<file path="config.mk">
export PLATFORM = sky130hd
export DESIGN_NAME = posit_job_bridge_flat
export DESIGN_NICKNAME = d
export VERILOG_FILES = /design/src/rtl/posit_job_bridge_pkg.sv /design/src/rtl/posit_job_bridge_if.sv /design/src/rtl/bridge_sync_fifo.sv /design/src/rtl/posit_job_bridge.sv /design/src/flat_wrapper.sv
export SDC_FILE = /design/constraint.sdc
export NUM_CORES = 1
export LEC_CHECK = 0
export BUFFER_PORTS_ARGS = -buffer_cell sky130_fd_sc_hd__buf_4
export CAP_MARGIN = 20
export CORE_MARGIN = 2
export CORE_UTILIZATION = 50
export CTS_CLUSTER_SIZE = 12
export DETAILED_ROUTE_END_ITERATION = 7
export GPL_TIMING_DRIVEN = 0
export PLACE_DENSITY = 0.73
export SYNTH_ARGS = -nofsm -noshare
export SYNTH_HDL_FRONTEND = slang
export SYNTH_SLANG_ARGS = --single-unit
</file>
<file path="constraint.sdc">
create_clock -name clk -period 10.7 [get_ports clk]
set_input_delay 2.14 -clock clk [delete_from_list [all_inputs] [get_ports clk]]
set_output_delay 2.14 -clock clk [all_outputs]
set_load 0.05 [all_outputs]
</file>
<file path="src/rtl/posit_job_bridge_pkg.sv">
// ============================================================================
// posit_job_bridge_pkg : register map, STATUS bit positions and opcodes
// Rev 1.0
// ============================================================================
`default_nettype none

package posit_job_bridge_pkg;

  localparam int REG_OPA    = 0;
  localparam int REG_OPB    = 1;
  localparam int REG_CMD    = 2;
  localparam int REG_STATUS = 3;
  localparam int REG_RESULT = 4;
  localparam int REG_IRQ_EN = 5;

  localparam int ST_JOB_FULL     = 0;
  localparam int ST_JOB_EMPTY    = 1;
  localparam int ST_RES_EMPTY    = 2;
  localparam int ST_RES_FULL     = 3;
  localparam int ST_CMD_OVF      = 4;
  localparam int ST_RES_UDF      = 5;
  localparam int ST_INFLIGHT_LSB = 8;

  typedef enum logic [1:0] {
    OP_ADD = 2'd0,
    OP_SUB = 2'd1,
    OP_MUL = 2'd2,
    OP_DIV = 2'd3
  } op_e;

endpackage

`default_nettype wire

</file>
<file path="src/rtl/posit_job_bridge_if.sv">
// ============================================================================
// posit_job_bridge_if : Avalon-MM slave bus plus engine job/result handshakes
// Rev 1.0
// ============================================================================
`default_nettype none

interface posit_job_bridge_if #(
  parameter int DATA_W = 32,
  parameter int OP_W   = 2,
  parameter int ADDR_W = 3
);
  logic [ADDR_W-1:0] avs_address;
  logic              avs_write;
  logic [31:0]       avs_writedata;
  logic              avs_read;
  logic [31:0]       avs_readdata;
  logic              irq;
  logic              eng_valid;
  logic              eng_ready;
  logic [DATA_W-1:0] eng_a;
  logic [DATA_W-1:0] eng_b;
  logic [OP_W-1:0]   eng_op;
  logic              res_valid;
  logic              res_ready;
  logic [DATA_W-1:0] res_data;

  modport slave (
    input  avs_address, avs_write, avs_writedata, avs_read,
    output avs_readdata, irq,
    output eng_valid, eng_a, eng_b, eng_op,
    input  eng_ready,
    input  res_valid, res_data,
    output res_ready
  );

  modport master (
    output avs_address, avs_write, avs_writedata, avs_read,
    input  avs_readdata, irq,
    input  eng_valid, eng_a, eng_b, eng_op,
    output eng_ready,
    output res_valid, res_data,
    input  res_ready
  );

endinterface

`default_nettype wire

</file>
<file path="src/rtl/bridge_sync_fifo.sv">
// ============================================================================
// bridge_sync_fifo : single-clock FIFO, push into a full FIFO allowed when popped
// Rev 1.0
// ============================================================================
`default_nettype none

module bridge_sync_fifo #(
  parameter int WIDTH = 8,
  parameter int DEPTH = 4
) (
  input  logic                     clk,
  input  logic                     reset,
  input  logic                     push,
  input  logic                     pop,
  input  logic [WIDTH-1:0]         wdata,
  output logic [WIDTH-1:0]         rdata,
  output logic                     full,
  output logic                     empty,
  output logic [$clog2(DEPTH):0]   count
);

  localparam int AW = $clog2(DEPTH);
  localparam logic [AW-1:0] PTR_ONE = AW'(1);
  localparam logic [AW:0]   CNT_ONE = (AW+1)'(1);
  localparam logic [AW:0]   CNT_MAX = (AW+1)'(DEPTH);

  logic [WIDTH-1:0] mem [DEPTH];
  logic [AW-1:0]    wptr;
  logic [AW-1:0]    rptr;
  logic [AW:0]      cnt;
  logic             do_push;
  logic             do_pop;

  assign full    = (cnt == CNT_MAX);
  assign empty   = (cnt == '0);
  assign count   = cnt;
  assign rdata   = mem[rptr];
  assign do_pop  = pop && !empty;
  // a full FIFO still accepts a push when the head leaves in the same cycle
  assign do_push = push && (!full || do_pop);

  always_ff @(posedge clk) begin
    if (do_push) begin
      mem[wptr] <= wdata;
    end
  end

  always_ff @(posedge clk or posedge reset) begin
    if (reset) begin
      wptr <= '0;
      rptr <= '0;
      cnt  <= '0;
    end else begin
      if (do_push) begin
        wptr <= wptr + PTR_ONE;
      end
      if (do_pop) begin
        rptr <= rptr + PTR_ONE;
      end
      unique case ({do_push, do_pop})
        2'b10:   cnt <= cnt + CNT_ONE;
        2'b01:   cnt <= cnt - CNT_ONE;
        default: cnt <= cnt;
      endcase
    end
  end

endmodule

`default_nettype wire

</file>
<file path="src/rtl/posit_job_bridge.sv">
// ============================================================================
// posit_job_bridge : Avalon-MM command/result bridge to a posit/FP engine
// Rev 1.0
// ============================================================================
`default_nettype none

module posit_job_bridge
  import posit_job_bridge_pkg::*;
#(
  parameter int DATA_W = 32,
  parameter int DEPTH  = 4,
  parameter int OP_W   = 2,
  parameter int ADDR_W = 3
) (
  input logic                clk,
  input logic                reset,
  posit_job_bridge_if.slave  bus
);

  localparam int CW    = $clog2(DEPTH) + 1;
  localparam int JOB_W = 2 * DATA_W + OP_W;
  localparam logic [CW-1:0] CNT_ONE = CW'(1);
  localparam logic [CW:0]   CREDITS = (CW+1)'(DEPTH);

  logic [DATA_W-1:0] opa;
  logic [DATA_W-1:0] opb;
  logic              irq_en;
  logic              cmd_ovf;
  logic              res_udf;
  logic [CW-1:0]     inflight;
  logic [31:0]       rdata_reg;

  logic wr_opa, wr_opb, wr_cmd, wr_status, wr_irq_en, rd_result;

  assign wr_opa    = bus.avs_write && (bus.avs_address == ADDR_W'(REG_OPA));
  assign wr_opb    = bus.avs_write && (bus.avs_address == ADDR_W'(REG_OPB));
  assign wr_cmd    = bus.avs_write && (bus.avs_address == ADDR_W'(REG_CMD));
  assign wr_status = bus.avs_write && (bus.avs_address == ADDR_W'(REG_STATUS));
  assign wr_irq_en = bus.avs_write && (bus.avs_address == ADDR_W'(REG_IRQ_EN));
  assign rd_result = bus.avs_read  && (bus.avs_address == ADDR_W'(REG_RESULT));

  logic [JOB_W-1:0] job_wdata;
  logic [JOB_W-1:0] job_head;
  logic             job_full, job_empty;
  logic [CW-1:0]    job_count;
  logic             issue;

  assign job_wdata = {opa, opb, bus.avs_writedata[OP_W-1:0]};

  bridge_sync_fifo #(
    .WIDTH (JOB_W),
    .DEPTH (DEPTH)
  ) u_job_fifo (
    .clk   (clk),
    .reset (reset),
    .push  (wr_cmd),
    .pop   (issue),
    .wdata (job_wdata),
    .rdata (job_head),
    .full  (job_full),
    .empty (job_empty),
    .count (job_count)
  );

  logic [DATA_W-1:0] res_head;
  logic              res_full, res_empty;
  logic [CW-1:0]     res_count;
  logic              retire;
  logic              res_pop;

  assign retire  = bus.res_valid && !res_full;
  assign res_pop = rd_result && !res_empty;

  bridge_sync_fifo #(
    .WIDTH (DATA_W),
    .DEPTH (DEPTH)
  ) u_res_fifo (
    .clk   (clk),
    .reset (reset),
    .push  (retire),
    .pop   (res_pop),
    .wdata (bus.res_data),
    .rdata (res_head),
    .full  (res_full),
    .empty (res_empty),
    .count (res_count)
  );

  // Only issue while every outstanding job is guaranteed a result slot
  logic [CW:0] committed;
  logic        has_credit;

  assign committed  = {1'b0, inflight} + {1'b0, res_count};
  assign has_credit = (committed < CREDITS);

  assign bus.eng_valid = !job_empty && has_credit;
  assign bus.eng_a     = job_head[JOB_W-1 -: DATA_W];
  assign bus.eng_b     = job_head[OP_W +: DATA_W];
  assign bus.eng_op    = job_head[OP_W-1:0];
  assign issue         = bus.eng_valid && bus.eng_ready;
  assign bus.res_ready = !res_full;
  assign bus.irq       = irq_en && !res_empty;

  always_ff @(posedge clk or posedge reset) begin
    if (reset) begin
      opa      <= '0;
      opb      <= '0;
      irq_en   <= 1'b0;
      cmd_ovf  <= 1'b0;
      res_udf  <= 1'b0;
      inflight <= '0;
    end else begin
      if (wr_opa)    opa    <= DATA_W'(bus.avs_writedata);
      if (wr_opb)    opb    <= DATA_W'(bus.avs_writedata);
      if (wr_irq_en) irq_en <= bus.avs_writedata[0];

      if (wr_cmd && job_full && !issue) begin
        cmd_ovf <= 1'b1;
      end else if (wr_status && bus.avs_writedata[ST_CMD_OVF]) begin
        cmd_ovf <= 1'b0;
      end

      if (rd_result && res_empty) begin
        res_udf <= 1'b1;
      end else if (wr_status && bus.avs_writedata[ST_RES_UDF]) begin
        res_udf <= 1'b0;
      end

      unique case ({issue, retire})
        2'b10:   inflight <= inflight + CNT_ONE;
        2'b01:   inflight <= inflight - CNT_ONE;
        default: inflight <= inflight;
      endcase
    end
  end

  logic [31:0] status;
  logic [31:0] read_mux;

  always_comb begin
    status                              = '0;
    status[ST_JOB_FULL]                 = job_full;
    status[ST_JOB_EMPTY]                = job_empty;
    status[ST_RES_EMPTY]                = res_empty;
    status[ST_RES_FULL]                 = res_full;
    status[ST_CMD_OVF]                  = cmd_ovf;
    status[ST_RES_UDF]                  = res_udf;
    status[ST_INFLIGHT_LSB +: CW]       = inflight;
  end

  always_comb begin
    read_mux = '0;
    case (bus.avs_address)
      ADDR_W'(REG_OPA):    read_mux = 32'(opa);
      ADDR_W'(REG_OPB):    read_mux = 32'(opb);
      ADDR_W'(REG_STATUS): read_mux = status;
      ADDR_W'(REG_RESULT): read_mux = res_empty ? 32'd0 : 32'(res_head);
      ADDR_W'(REG_IRQ_EN): read_mux = {31'd0, irq_en};
      default:             read_mux = '0;
    endcase
  end

  // Read data holds its last value between reads
  always_ff @(posedge clk or posedge reset) begin
    if (reset) begin
      rdata_reg <= '0;
    end else if (bus.avs_read) begin
      rdata_reg <= read_mux;
    end
  end

  assign bus.avs_readdata = rdata_reg;

endmodule

`default_nettype wire

</file>
<file path="src/flat_wrapper.sv">
// flat-port wrapper written by rule: the top's interface ports become plain ports
module posit_job_bridge_flat import posit_job_bridge_pkg::*;
#(
  parameter int DATA_W = 32,
  parameter int DEPTH  = 4,
  parameter int OP_W   = 2,
  parameter int ADDR_W = 3
)
  (clk, reset, bus_avs_address, bus_avs_write, bus_avs_writedata, bus_avs_read, bus_avs_readdata, bus_irq, bus_eng_valid, bus_eng_a, bus_eng_b, bus_eng_op, bus_eng_ready, bus_res_valid, bus_res_data, bus_res_ready);
  posit_job_bridge_if #(.DATA_W(DATA_W), .OP_W(OP_W), .ADDR_W(ADDR_W)) bus_i ();
  input logic clk;
  input logic reset;
  input wire logic [$bits(bus_i.avs_address)-1:0] bus_avs_address;
  input wire logic [$bits(bus_i.avs_write)-1:0] bus_avs_write;
  input wire logic [$bits(bus_i.avs_writedata)-1:0] bus_avs_writedata;
  input wire logic [$bits(bus_i.avs_read)-1:0] bus_avs_read;
  output wire logic [$bits(bus_i.avs_readdata)-1:0] bus_avs_readdata;
  output wire logic [$bits(bus_i.irq)-1:0] bus_irq;
  output wire logic [$bits(bus_i.eng_valid)-1:0] bus_eng_valid;
  output wire logic [$bits(bus_i.eng_a)-1:0] bus_eng_a;
  output wire logic [$bits(bus_i.eng_b)-1:0] bus_eng_b;
  output wire logic [$bits(bus_i.eng_op)-1:0] bus_eng_op;
  input wire logic [$bits(bus_i.eng_ready)-1:0] bus_eng_ready;
  input wire logic [$bits(bus_i.res_valid)-1:0] bus_res_valid;
  input wire logic [$bits(bus_i.res_data)-1:0] bus_res_data;
  output wire logic [$bits(bus_i.res_ready)-1:0] bus_res_ready;
  assign bus_i.avs_address = bus_avs_address;
  assign bus_i.avs_write = bus_avs_write;
  assign bus_i.avs_writedata = bus_avs_writedata;
  assign bus_i.avs_read = bus_avs_read;
  assign bus_avs_readdata = bus_i.avs_readdata;
  assign bus_irq = bus_i.irq;
  assign bus_eng_valid = bus_i.eng_valid;
  assign bus_eng_a = bus_i.eng_a;
  assign bus_eng_b = bus_i.eng_b;
  assign bus_eng_op = bus_i.eng_op;
  assign bus_i.eng_ready = bus_eng_ready;
  assign bus_i.res_valid = bus_res_valid;
  assign bus_i.res_data = bus_res_data;
  assign bus_res_ready = bus_i.res_ready;
  posit_job_bridge #(.DATA_W(DATA_W), .DEPTH(DEPTH), .OP_W(OP_W), .ADDR_W(ADDR_W)) u_core (.clk(clk), .reset(reset), .bus(bus_i));
endmodule
</file>
==> results of run 1 <==
[worst max-delay path: cells and delay by family (launching register included)]
family	cells	cell delay (ns)
buf+inv	4	1.24
flops	1	0.33
mux	1	0.61
[worst paths after layout]
| kind | endpoint | depth (start not counted) |
|---|---|---|
| max | bus_eng_a[30] | 5 |
| min | u_core.bus.avs_readdata[30] | 1 |
| max reg2reg | u_core.u_job_fifo.mem[0][53] | 6 |
| min reg2reg | u_core.bus.avs_readdata[30] | 1 |
| max in group asynchronous | u_core.opb[15] | 3 |
| min in group asynchronous | u_core.bus.avs_readdata[11] | 2 |
[logic make-up (layout without fill, tap and decap cells)]
kind of cell,after synthesis,in the layout,share of synthesized area (%)
AND/OR/NAND/NOR,78,78,2.10
XOR/XNOR,14,14,0.622
flip-flops,508,508,74.4
adder cells (fa/ha/maj),15,15,1.07
AO/OA/AOI/OAI,87,87,3.17
multiplexers,201,201,16.9
buffers and inverters,71,342,1.76
other,0,1,0
[through the flow]
| step | hold slack, ns | util [%] | area [um2] | total power [mW] | instances |
|---|---|---|---|---|---|
| final | 0.494 | 60.3 | 23400 | 6.27 | 1764 |
| after global routing | 0.512 | 60.3 | 23400 | 6.52 | 1763 |
| after CTS | 0.494 | 60.3 | 23400 | 6.33 | 1762 |
| after detailed placement | 0.475 | 56.2 | 21800 | 4.64 | 1668 |
| after global placement | 0.461 | 55.8 | 21600 | 4.60 | 1663 |
| after floorplan | 0.449 | - | 19700 | 4.02 | 974 |
[layout make-up]
class | instances | area, um2
Fill cell | 2784 | 15400
Antenna cell | 1 | 2.50
Tap cell | 518 | 648
Timing Repair Buffer | 177 | 1430
Clock buffer | 85 | 1490
Inverter | 21 | 83.8
Clock inverter | 9 | 105
Multi-Input combinational cell | 395 | 4710
Sequential cell | 508 | 14700
Buffer | 50 | 268
[registers in the layout, summed over array words and instances (netlist names), 3 cells and up]
name                     cells
u_core.inflight              3
u_core.opb                  32
u_core.bus.avs_readdata     32
u_core.u_res_fifo.count      3
u_core.u_job_fifo.count      3
u_core.u_res_fifo.mem      128
u_core.opa                  32
u_core.u_job_fifo.mem      264
[cell usage in the layout (no fill, tap or decap), types with 6 or more instances in the layout]
cell and count:
o21ai_0 9, edfxtp_1 392, nor2_1 26, a21oi_1 25
clkbuf_1 44, buf_4 175, mux2_2 65, xor2_1 6
xnor2_1 8, mux4_2 98, mux2i_1 35, ha_1 12
inv_1 20, nand2_1 11, dfrtp_1 116, clkbuf_16 53
buf_2 23, o2bb2ai_1 23
[power groups by stage]
stage	logic (mW)	registers [mW]	clock network, mW
2_1_floorplan	1.39	2.63	0
3_3_place_gp	1.99	2.61	0
3_5_place_dp	2.02	2.63	0
4_1_cts	2.02	2.59	1.72
5_1_grt	2.10	2.62	1.80
6_report	1.98	2.59	1.70
[layer usage]
layer | share of wire (%) | vias to the layer above | wire length [um]
li1 | - | 4381 | -
met1 | 43 | 5144 | 17800
met2 | 49 | 313 | 20300
met3 | 6.8 | 54 | 2840
met4 | 1.5 | 4 | 634
met5 | 0.060 | - | 25
==> impl_metrics.csv, run 1 <==
group,metric,value,unit
critical_path,cp-start-kind,"register",
placement,pre_cts_ws,6.21,ns
global_route,met1_usage,29.6,%
route,via_count,9896,
floorplanning,core,38800,um2
route,wl_per_cell,23.6,um
critical_path,crit_chain,"clkbuf_1 > buf_2 > buf_2 > mux4_2 > buf_4",
clocking,cts_buffers,52,
yosys,synth_cells,974,
placement,gp_congestion,0.741,
clocking,cts_setup_buffers,0,
route,routed_wl,41.6,mm
global_route,met2_usage,32.9,%
clocking,cts_tree,"done",
critical_path,crit_path_end_kind,"output pin",
global_route,overflow,0,
global_route,top_usage_layer,"met2",
power,internal_power,4.17,mW
floorplanning,die_w,203,um
status,status,"finished clean",
floorplanning,die_area,41000,um2
run,drv_cap,0,
route,ant_nets,0,
cells_and_area,synthToLayoutAreaGrowth,18.7,%
timing,fin_crit_sh,45.8,%
global_route,grt_max_degree,74,
floorplanning,die_y,203,um
route,drcViolationCount,0,
worst_hold_path,hold_path_class,"reg -> reg",
power,pwr-share-seq,41.3,%
yosys,avgSynthCellArea,20.2,um2
critical_path,critPathKind,"reg -> out",
yosys,yosys.area.top_type,"edfxtp_1",
yosys,synth_top_area_share,59.7,%
timing,hold_viol_final,0,
global_route,grt_use_met3,4.46,%
yosys,synth_seq_area_share,74.4,%
timing,setup_ws,5.79,ns
yosys,ys_types,50,
clocking,clock_latency,0.58,ns
power,netSwitchingFraction,33.4,%
power,pwr-share-comb,31.6,%
cells_and_area,nNetsFinal,1293,
floorplanning,start_util,50.8,%
yosys,synth_ff_type,"edfxtp_1",
route,drt_iter0_markers,729,
yosys,synth_enable_flop_cells,392,
critical_path,crit_path_max_incr_delay,0.61,ns
route,vias_per_cell,5.61,
clocking,cts_hold_buf,0,
critical_path,path_max_fanout,10,
yosys,synth_common_cells,"edfxtp_1 (392), dfrtp_1 (116), mux4_2 (98)",
critical_path,rr_startpoint,"u_core.u_res_fifo.count[2]",
critical_path,cp.required,8.56,ns
clocking,htreeDepth,2,
power,ir_drop,173,uV
cells_and_area,post_route_cells_drive_above_1_share,36.1,%
global_route,grt_pass1_wl,62.5,mm
clocking,clock_sinks,508,
timing,fin_setup_tns,0,ns
worst_hold_path,hp-start,"u_core.bus.avs_readdata[30]",
timing,period_minus_slack,4.91,ns
critical_path,cp_slowest_cell,"mux4_2",
global_route,antenna_found_initial,3,
timing,drv_slew,0,
timing,worst_pin_slew,0.921,ns
clocking,clockBufferDepth,3,
power,pwr-share-clk,27.1,%
timing,slew_headroom,38.6,%
yosys,ys_ff_latch,508,
power,p_sw,2.10,mW
timing,clock-skew-final,0.0292,ns
clocking,path_clk_slew,0.06,ns
critical_path,crit_top_cell,"buf_2",
yosys,synth.area.top_cells,"edfxtp_1 (60%), dfrtp_1 (15%), mux4_2 (11%)",
critical_path,crit_start,"u_core.u_job_fifo.rptr[0]",
yosys,syn_area,19700,um2
clocking,cts_root_buf,"clkbuf_16",
placement,io_buffers,171,
yosys,async_flop_share,22.8,%
global_route,grt_pass1_vias,10100,
timing,fmax,204,MHz
yosys,synth_nets,1062,
critical_path,reg2reg_slack,7.60,ns
timing,setup-violations-final,0,
placement,hpwl,27.2,mm
route,first_pass_iters,5,
power,p_per_area,268,nW/um2
yosys,synth.most_common_cell,"edfxtp_1",
global_route,track_usage,20.6,%
critical_path,arrival,2.77,ns
power,p_leak,8.51,nW
timing,rsz0062_at_grt,"false",
floorplanning,rows,72,
yosys,yosys_warnings,0,
floorplanning,num_io_pins,174,
clocking,cts_resized,0,
Power figures use the tool's default switching activity.
==> run 2: changes to the inputs <==
--- a/config.mk
+++ b/config.mk
@@ -5,6 +5,7 @@
 export SDC_FILE = /design/constraint.sdc
 export NUM_CORES = 1
 export LEC_CHECK = 0
+export ABC_AREA = 1
 export BUFFER_PORTS_ARGS = -buffer_cell sky130_fd_sc_hd__buf_4
 export CAP_MARGIN = 20
 export CORE_MARGIN = 2
@@ -12,7 +13,7 @@
 export CTS_CLUSTER_SIZE = 12
 export DETAILED_ROUTE_END_ITERATION = 7
 export GPL_TIMING_DRIVEN = 0
-export PLACE_DENSITY = 0.73
+export PLACE_DENSITY = 0.75
 export SYNTH_ARGS = -nofsm -noshare
 export SYNTH_HDL_FRONTEND = slang
 export SYNTH_SLANG_ARGS = --single-unit
==> constraint.sdc (replaced) <==
create_clock -name clk -period 4.4 [get_ports clk]
set_input_delay 0.88 -clock clk [delete_from_list [all_inputs] [get_ports clk]]
set_output_delay 0.88 -clock clk [all_outputs]
set_load 0.05 [all_outputs]
==> run 2 against run 1 <==
  * Cell area up 0.99%
  * Clock power up 130%
  * Critical path depth up 1
  * Combinational power rose to 3.1 times the previous value
  * Global-route usage up 3.0 points
  * Final cell count up 37%
  * Sequential share of layout area down 0.62 points
  * Critical endpoint is now bus_eng_b[30]
  * Largest cell class unchanged
==> impl_metrics.csv, run 2 <==
group,metric,value,unit
cells_and_area,final_util,60.7,%
timing,clock-skew-final,0.0255,ns
cells_and_area,diodes,0,
clocking,cts_hold_buf,0,
clocking,cts_tree,"done",
floorplanning,die_y,203,um
power,p_leak,9.09,nW
global_route,antenna_found_initial,1,
timing,period_minus_slack,3.66,ns
cells_and_area,largest_reg_flops,264,
yosys,ys_ff_latch,508,
timing,fin_crit_sh,83.1,%
timing,hold_viol_final,0,
global_route,grt_pass1_vias,12800,
placement,placedCellCount,2330,
critical_path,critPathBufInv,4,
cells_and_area,fin_cells,2423,
yosys,synth_ff_type,"edfxtp_1",
yosys,synth_nets,1716,
cells_and_area,nNetsFinal,1952,
yosys,syn_area,19800,um2
critical_path,reg2reg_to,"u_core.u_job_fifo.mem[3][54]",
cells_and_area,layout_common_cells,"edfxtp_1 (392), nand2_1 (269), o21ai_0 (226), nor2_1 (219), buf_4 (177)",
route,drcViolationCount,0,
critical_path,critPathKind,"reg -> out",
critical_path,cp-start-kind,"register",
clocking,path_clk_slew,0.06,ns
worst_hold_path,hold_path_class,"in -> async",
placement,hpwl,34.5,mm
critical_path,reg2reg_slack,0.94,ns
status,status,"finished clean",
timing,setup_ws,0.742,ns
placement,io_buffers,171,
critical_path,cpLargestDelayFamily,"buffers and inverters",
route,routed_wl,49.2,mm
critical_path,crit_path_end_kind,"output pin",
floorplanning,num_io_pins,174,
cells_and_area,post_route_cells_drive_above_1_share,15.5,%
floorplanning,die_area,41300,um2
cells_and_area,regMostFlops,"u_core.u_job_fifo.mem",
yosys,synth_cells,1628,
timing,drv_slew,0,
critical_path,arrival,2.78,ns
critical_path,path_max_fanout,10,
global_route,grt_max_degree,103,
cells_and_area,layout_commonest_cell,"edfxtp_1",
placement,pre_cts_ws,0.873,ns
yosys,synth_enable_flop_cells,392,
yosys,synth_top_area_share,59.3,%
clocking,clock_latency,0.57,ns
global_route,grt_pass1_wl,73.7,mm
critical_path,crit_chain,"inv_1 > clkbuf_1 > clkbuf_1 > o21ai_0 > o22ai_1 > buf_4",
yosys,synth.area.top_cells,"edfxtp_1 (59%), dfrtp_1 (15%), o21ai_0 (5.7%)",
route,drt_iter0_markers,1549,
clocking,htreeDepth,2,
critical_path,cp.required,3.52,ns
critical_path,rr_worst_depth,10,
clocking,cts_resized,0,
clocking,cts_buffers,50,
floorplanning,die_w,203,um
route,via_count,13600,
route,ant_nets,0,
yosys,yosys_warnings,0,
placement,gp_congestion,0.923,
timing,slew_headroom,44.3,%
clocking,cts_setup_buffers,0,
critical_path,crit_top_cell,"clkbuf_1",
global_route,overflow,0,
timing,setup-violations-final,0,
power,ir_drop,342,uV
power,p_per_area,698,nW/um2
route,first_pass_iters,6,
clocking,clock_sinks,508,
route,wl_per_cell,20.3,um
timing,rsz0062_at_grt,"false",
critical_path,cp_slowest_cell,"clkbuf_1",
floorplanning,rows,72,
yosys,ys_types,28,
yosys,synth.most_common_cell,"edfxtp_1",
yosys,synth_common_cells,"edfxtp_1 (392), nand2_1 (269), nor2_1 (227)",
route,vias_per_cell,5.60,
cells_and_area,fill_cells,2934,
cells_and_area,reg_top3,"u_core.u_job_fifo.mem x264, u_core.u_res_fifo.mem x128",
yosys,avgSynthCellArea,12.2,um2
run,drv_cap,0,
timing,worst_pin_slew,0.834,ns
clocking,cts_root_buf,"clkbuf_16",
floorplanning,core,38900,um2
floorplanning,start_util,51.0,%
global_route,track_usage,23.6,%
yosys,async_flop_share,22.8,%
critical_path,crit_path_max_incr_delay,0.47,ns
yosys,synth_seq_area_share,73.9,%
clocking,clockBufferDepth,3,
cells_and_area,synthToLayoutAreaGrowth,19.1,%
yosys,yosys.area.top_type,"edfxtp_1",
timing,fmax,273,MHz
power,power.total,16.5,mW
critical_path,rr_startpoint,"u_core.u_res_fifo.count[2]",
==> run 2: metal layers <==
| layer | track usage [%] | part of all wire [%] | vias up |
|---|---|---|---|
| met5 | 0 | 0.026 | - |
| met3 | 3.39 | 9.8 | 103 |
| met4 | 8.81 | 3.4 | 2 |
| met1 | 33.4 | 40 | 6529 |
| met2 | 37.6 | 47 | 715 |
| li1 | - | - | 6214 |
==> run 2: worst register-to-register path, cell delays in order (launching register included) <==
cell and delay (ns):
dfrtp_1 0.43, ha_1 0.34, inv_1 0.06, nand2_1 0.05, nor2_1 0.09, nand4_1 0.41
nand2_1 0.22, nand2_1 0.31, nor2_4 0.75, buf_12 0.28, buf_16 0.20
==> run 2: kinds of logic after synthesis <==
logic type | count (synthesis) | synth area share [%]
compound gates | 376 | 10.1
xor+xnor | 10 | 0.441
fa+ha+maj | 15 | 1.06
buf+inv | 167 | 3.41
flops | 508 | 73.9
simple gates | 552 | 11.1
==> run 2: report_power, final <==
part           total, mW  switching, mW  internal, mW
clock network       3.93           1.69          2.24
logic               6.22           4.52          1.70
registers           6.33          0.451          5.88
==> run 2: through the flow <==
step	cell area [um2]	hold slack [ns]	setup TNS (ns)
2_1_floorplan	19800	0.458	-110.59
3_3_place_gp	21800	0.469	-807.57
3_5_place_dp	22100	0.471	0
4_1_cts	23600	0.221	0
5_1_grt	23600	0.236	0
6_report	23600	0.228	0
==> run 2: cell type report <==
type / instances / area, um2 / share of cell area, %
inverters: 76 / 290 / 1.23
clock buffers: 87 / 1460 / 6.18
well taps: 518 / 648 / 2.74
plain buffers: 91 / 392 / 1.66
flip-flops and latches: 508 / 14700 / 62.1
repair buffers: 184 / 1570 / 6.63
multi-input cells: 953 / 4560 / 19.3
clock inverters: 6 / 48.8 / 0.206
==> run 2: worst max path at each step <==
stage,cells past startpoint,slack (ns),endpoint,startpoint
floorplan,5,-0.42,u_core.u_job_fifo.mem[0][0],bus_avs_address[1]
global placement,5,-2.70,u_core.u_job_fifo.mem[3][56],bus_eng_ready
detailed placement,7,0.87,u_core.u_job_fifo.mem[3][24],bus_eng_ready
CTS,5,0.78,bus_eng_b[31],u_core.u_job_fifo.rptr[0]
global route,6,0.62,bus_eng_b[30],u_core.u_job_fifo.rptr[1]
finish,6,0.74,bus_eng_b[30],u_core.u_job_fifo.rptr[1]
==> run 3: changes to the inputs <==
==> constraint.sdc (replaced) <==
create_clock -name clk -period 3.05 [get_ports clk]
set_input_delay 0.61 -clock clk [delete_from_list [all_inputs] [get_ports clk]]
set_output_delay 0.61 -clock clk [all_outputs]
set_load 0.05 [all_outputs]
==> run 3 against run 2 <==
  * Global-route usage up 1.1 points
  * Die area is the same
  * Worst hold slack worse by 0.038 ns
  * Combinational power grew 52%
  * Critical endpoint is now bus_eng_b[29]
  * Register-to-register slack got worse by 0.62 ns
  * Sequential power grew 44%
  * Count of clock-buffer cells in the layout rose by 1
  * First-iteration DRC count is 6.0% higher
  * Flip-flop and latch count unchanged
  * Power increased by 47%
  * Setup slack lost 0.68 ns
==> impl_metrics.csv, run 3 (synthesis results as in run 2) <==
group,metric,value,unit
status,status,"finished clean",
floorplanning,rows,72,
clocking,cts_tree,"done",
timing,drv_slew,0,
placement,placedCellCount,2331,
placement,hpwl,35.2,mm
clocking,clock_sinks,508,
floorplanning,start_util,51.0,%
global_route,grt_max_degree,45,
route,via_count,13800,
clocking,clock_latency,0.57,ns
timing,clock-skew-final,0.0119,ns
critical_path,crit_end,"bus_eng_b[29]",
placement,gp_congestion,0.902,
global_route,overflow,0,
critical_path,path_max_fanout,10,
floorplanning,num_io_pins,174,
cells_and_area,post_route_cells_drive_above_1_share,18.4,%
cells_and_area,largest_reg_flops,264,
timing,setup-violations-final,0,
cells_and_area,nNetsFinal,1966,
cells_and_area,synthToLayoutAreaGrowth,20.7,%
power,p_per_area,1010,nW/um2
clocking,path_clk_slew,0.06,ns
route,routed_wl,51.7,mm
global_route,antenna_found_initial,1,
clocking,cts_root_buf,"clkbuf_16",
critical_path,crit_path_end_kind,"output pin",
clocking,cts_buffers,50,
floorplanning,die_area,41300,um2
timing,fin_setup_tns,0,ns
cells_and_area,diodes,0,
timing,fin_crit_sh,97.9,%
cells_and_area,fill_cells,2954,
route,drcViolationCount,0,
critical_path,crit_top_cell,"buf_4",
timing,period_minus_slack,2.99,ns
critical_path,crit_chain,"buf_2 > inv_4 > buf_6 > buf_4 > nor2_1 > o22ai_2 > buf_4",
route,wl_per_cell,21.2,um
timing,fmax,335,MHz
clocking,clockBufferDepth,3,
clocking,htreeDepth,2,
floorplanning,die_y,203,um
cells_and_area,regMostFlops,"u_core.u_job_fifo.mem",
critical_path,critPathKind,"reg -> out",
power,ir_drop,628,uV
cells_and_area,reg_top3,"u_core.u_job_fifo.mem x264, u_core.u_res_fifo.mem x128",
critical_path,reg2reg_to,"u_core.u_job_fifo.mem[0][32]",
clocking,cts_hold_buf,0,
worst_hold_path,hold_path_class,"in -> async",
critical_path,cp.required,2.44,ns
global_route,grt_pass1_wl,77.0,mm
floorplanning,core,38900,um2
run,drv_cap,0,
route,ant_nets,0,
critical_path,cp-start-kind,"register",
route,vias_per_cell,5.66,
floorplanning,die_w,203,um
critical_path,rr_worst_depth,8,
cells_and_area,layout_common_cells,"edfxtp_1 (392), nand2_1 (268), o21ai_0 (226), nor2_1 (219), buf_4 (183)",
timing,hold_viol_final,0,
cells_and_area,fin_cells,2438,
critical_path,reg2reg_slack,0.32,ns
global_route,grt_pass1_vias,13300,
critical_path,rr_startpoint,"u_core.u_res_fifo.count[2]",
global_route,track_usage,24.7,%
route,first_pass_iters,5,
route,drt_iter0_markers,1642,
critical_path,crit_start,"u_core.u_job_fifo.rptr[0]",
critical_path,arrival,2.38,ns
timing,slew_headroom,46.6,%
power,p_leak,9.30,nW
critical_path,crit_path_max_incr_delay,0.48,ns
cells_and_area,layout_commonest_cell,"edfxtp_1",
timing,worst_pin_slew,0.800,ns
placement,io_buffers,171,
critical_path,cp_slowest_cell,"dfrtp_2",
## run 3: cell count changes in the layout (fill, tap and decap cells not counted), moves of 7 or more
cell | previous run | this run
buf_6 | 0 | 10
buf_2 | 22 | 15
o22ai_2 | 0 | 22
clkbuf_1 | 88 | 70
o22ai_1 | 97 | 75
clkbuf_2 | 0 | 24
## run 3: repair_timing
item | CTS | global route
cloned | 3 | 0
pin swaps | 4 | 2
buffers inserted | 9 | 2
gates resized for setup | 41 | 37
setup endpoints to repair | 281 | 130
## run 3: layout make-up
| class | instances | area [um2] | share of cell area, % |
|---|---|---|---|
| buffer | 90 | 450 | 1.88 |
| clock buffer | 88 | 1430 | 5.95 |
| clock inverter | 6 | 55.1 | 0.230 |
| inverter | 76 | 292 | 1.22 |
| multi-input combinational | 956 | 4720 | 19.7 |
| sequential | 508 | 14700 | 61.2 |
| tap | 518 | 648 | 2.70 |
| timing repair buffer | 196 | 1700 | 7.11 |
## run 3: worst min path at each step
stage	end	slack [ns]
after floorplan	u_core.inflight[0]	0.46
after global routing	u_core.cmd_ovf	0.22
after global placement	u_core.bus.avs_readdata[2]	0.47
after detailed placement	u_core.bus.avs_readdata[14]	0.47
final	u_core.u_res_fifo.count[2]	0.19
after CTS	u_core.bus.avs_readdata[6]	0.20
## run 3: power breakdown
group          total, mW  switching (mW)  leakage [nW]  internal, mW
Sequential          9.13           0.648          5.05          8.49
Clock               5.64            2.48         0.706          3.16
Combinational       9.43            6.73          3.54          2.70
## run 3: critical path, delay by kind of cell (launching register included)
kind,cells,cell delay (ns)
simple gates,1,0.07
flops,1,0.48
buf+inv,5,1.01
compound gates,1,0.26
## run 3: through the flow
stage / hold WS (ns) / worst slack [ns] / instance area (um2) / util (%) / total power [mW]
global placement: 0.471 / -2.17 / 21800 / 56.0 / 17.9
detailed placement: 0.467 / -0.426 / 22100 / 56.9 / 18.2
CTS: 0.203 / -0.0636 / 23900 / 61.4 / 24.1
global route: 0.222 / -0.00440 / 24000 / 61.6 / 25.2
floorplan: 0.458 / -0.502 / 19900 / - / 14.9
finish: 0.190 / 0.0630 / 24000 / 61.6 / 24.2
## run 3: metal layers
layer | global-route usage [%] | share of wire [%]
met1 | 33.6 | 39
met2 | 40.4 | 48
met3 | 3.98 | 9.3
met4 | 9.31 | 3.3
met5 | 0 | 0.031
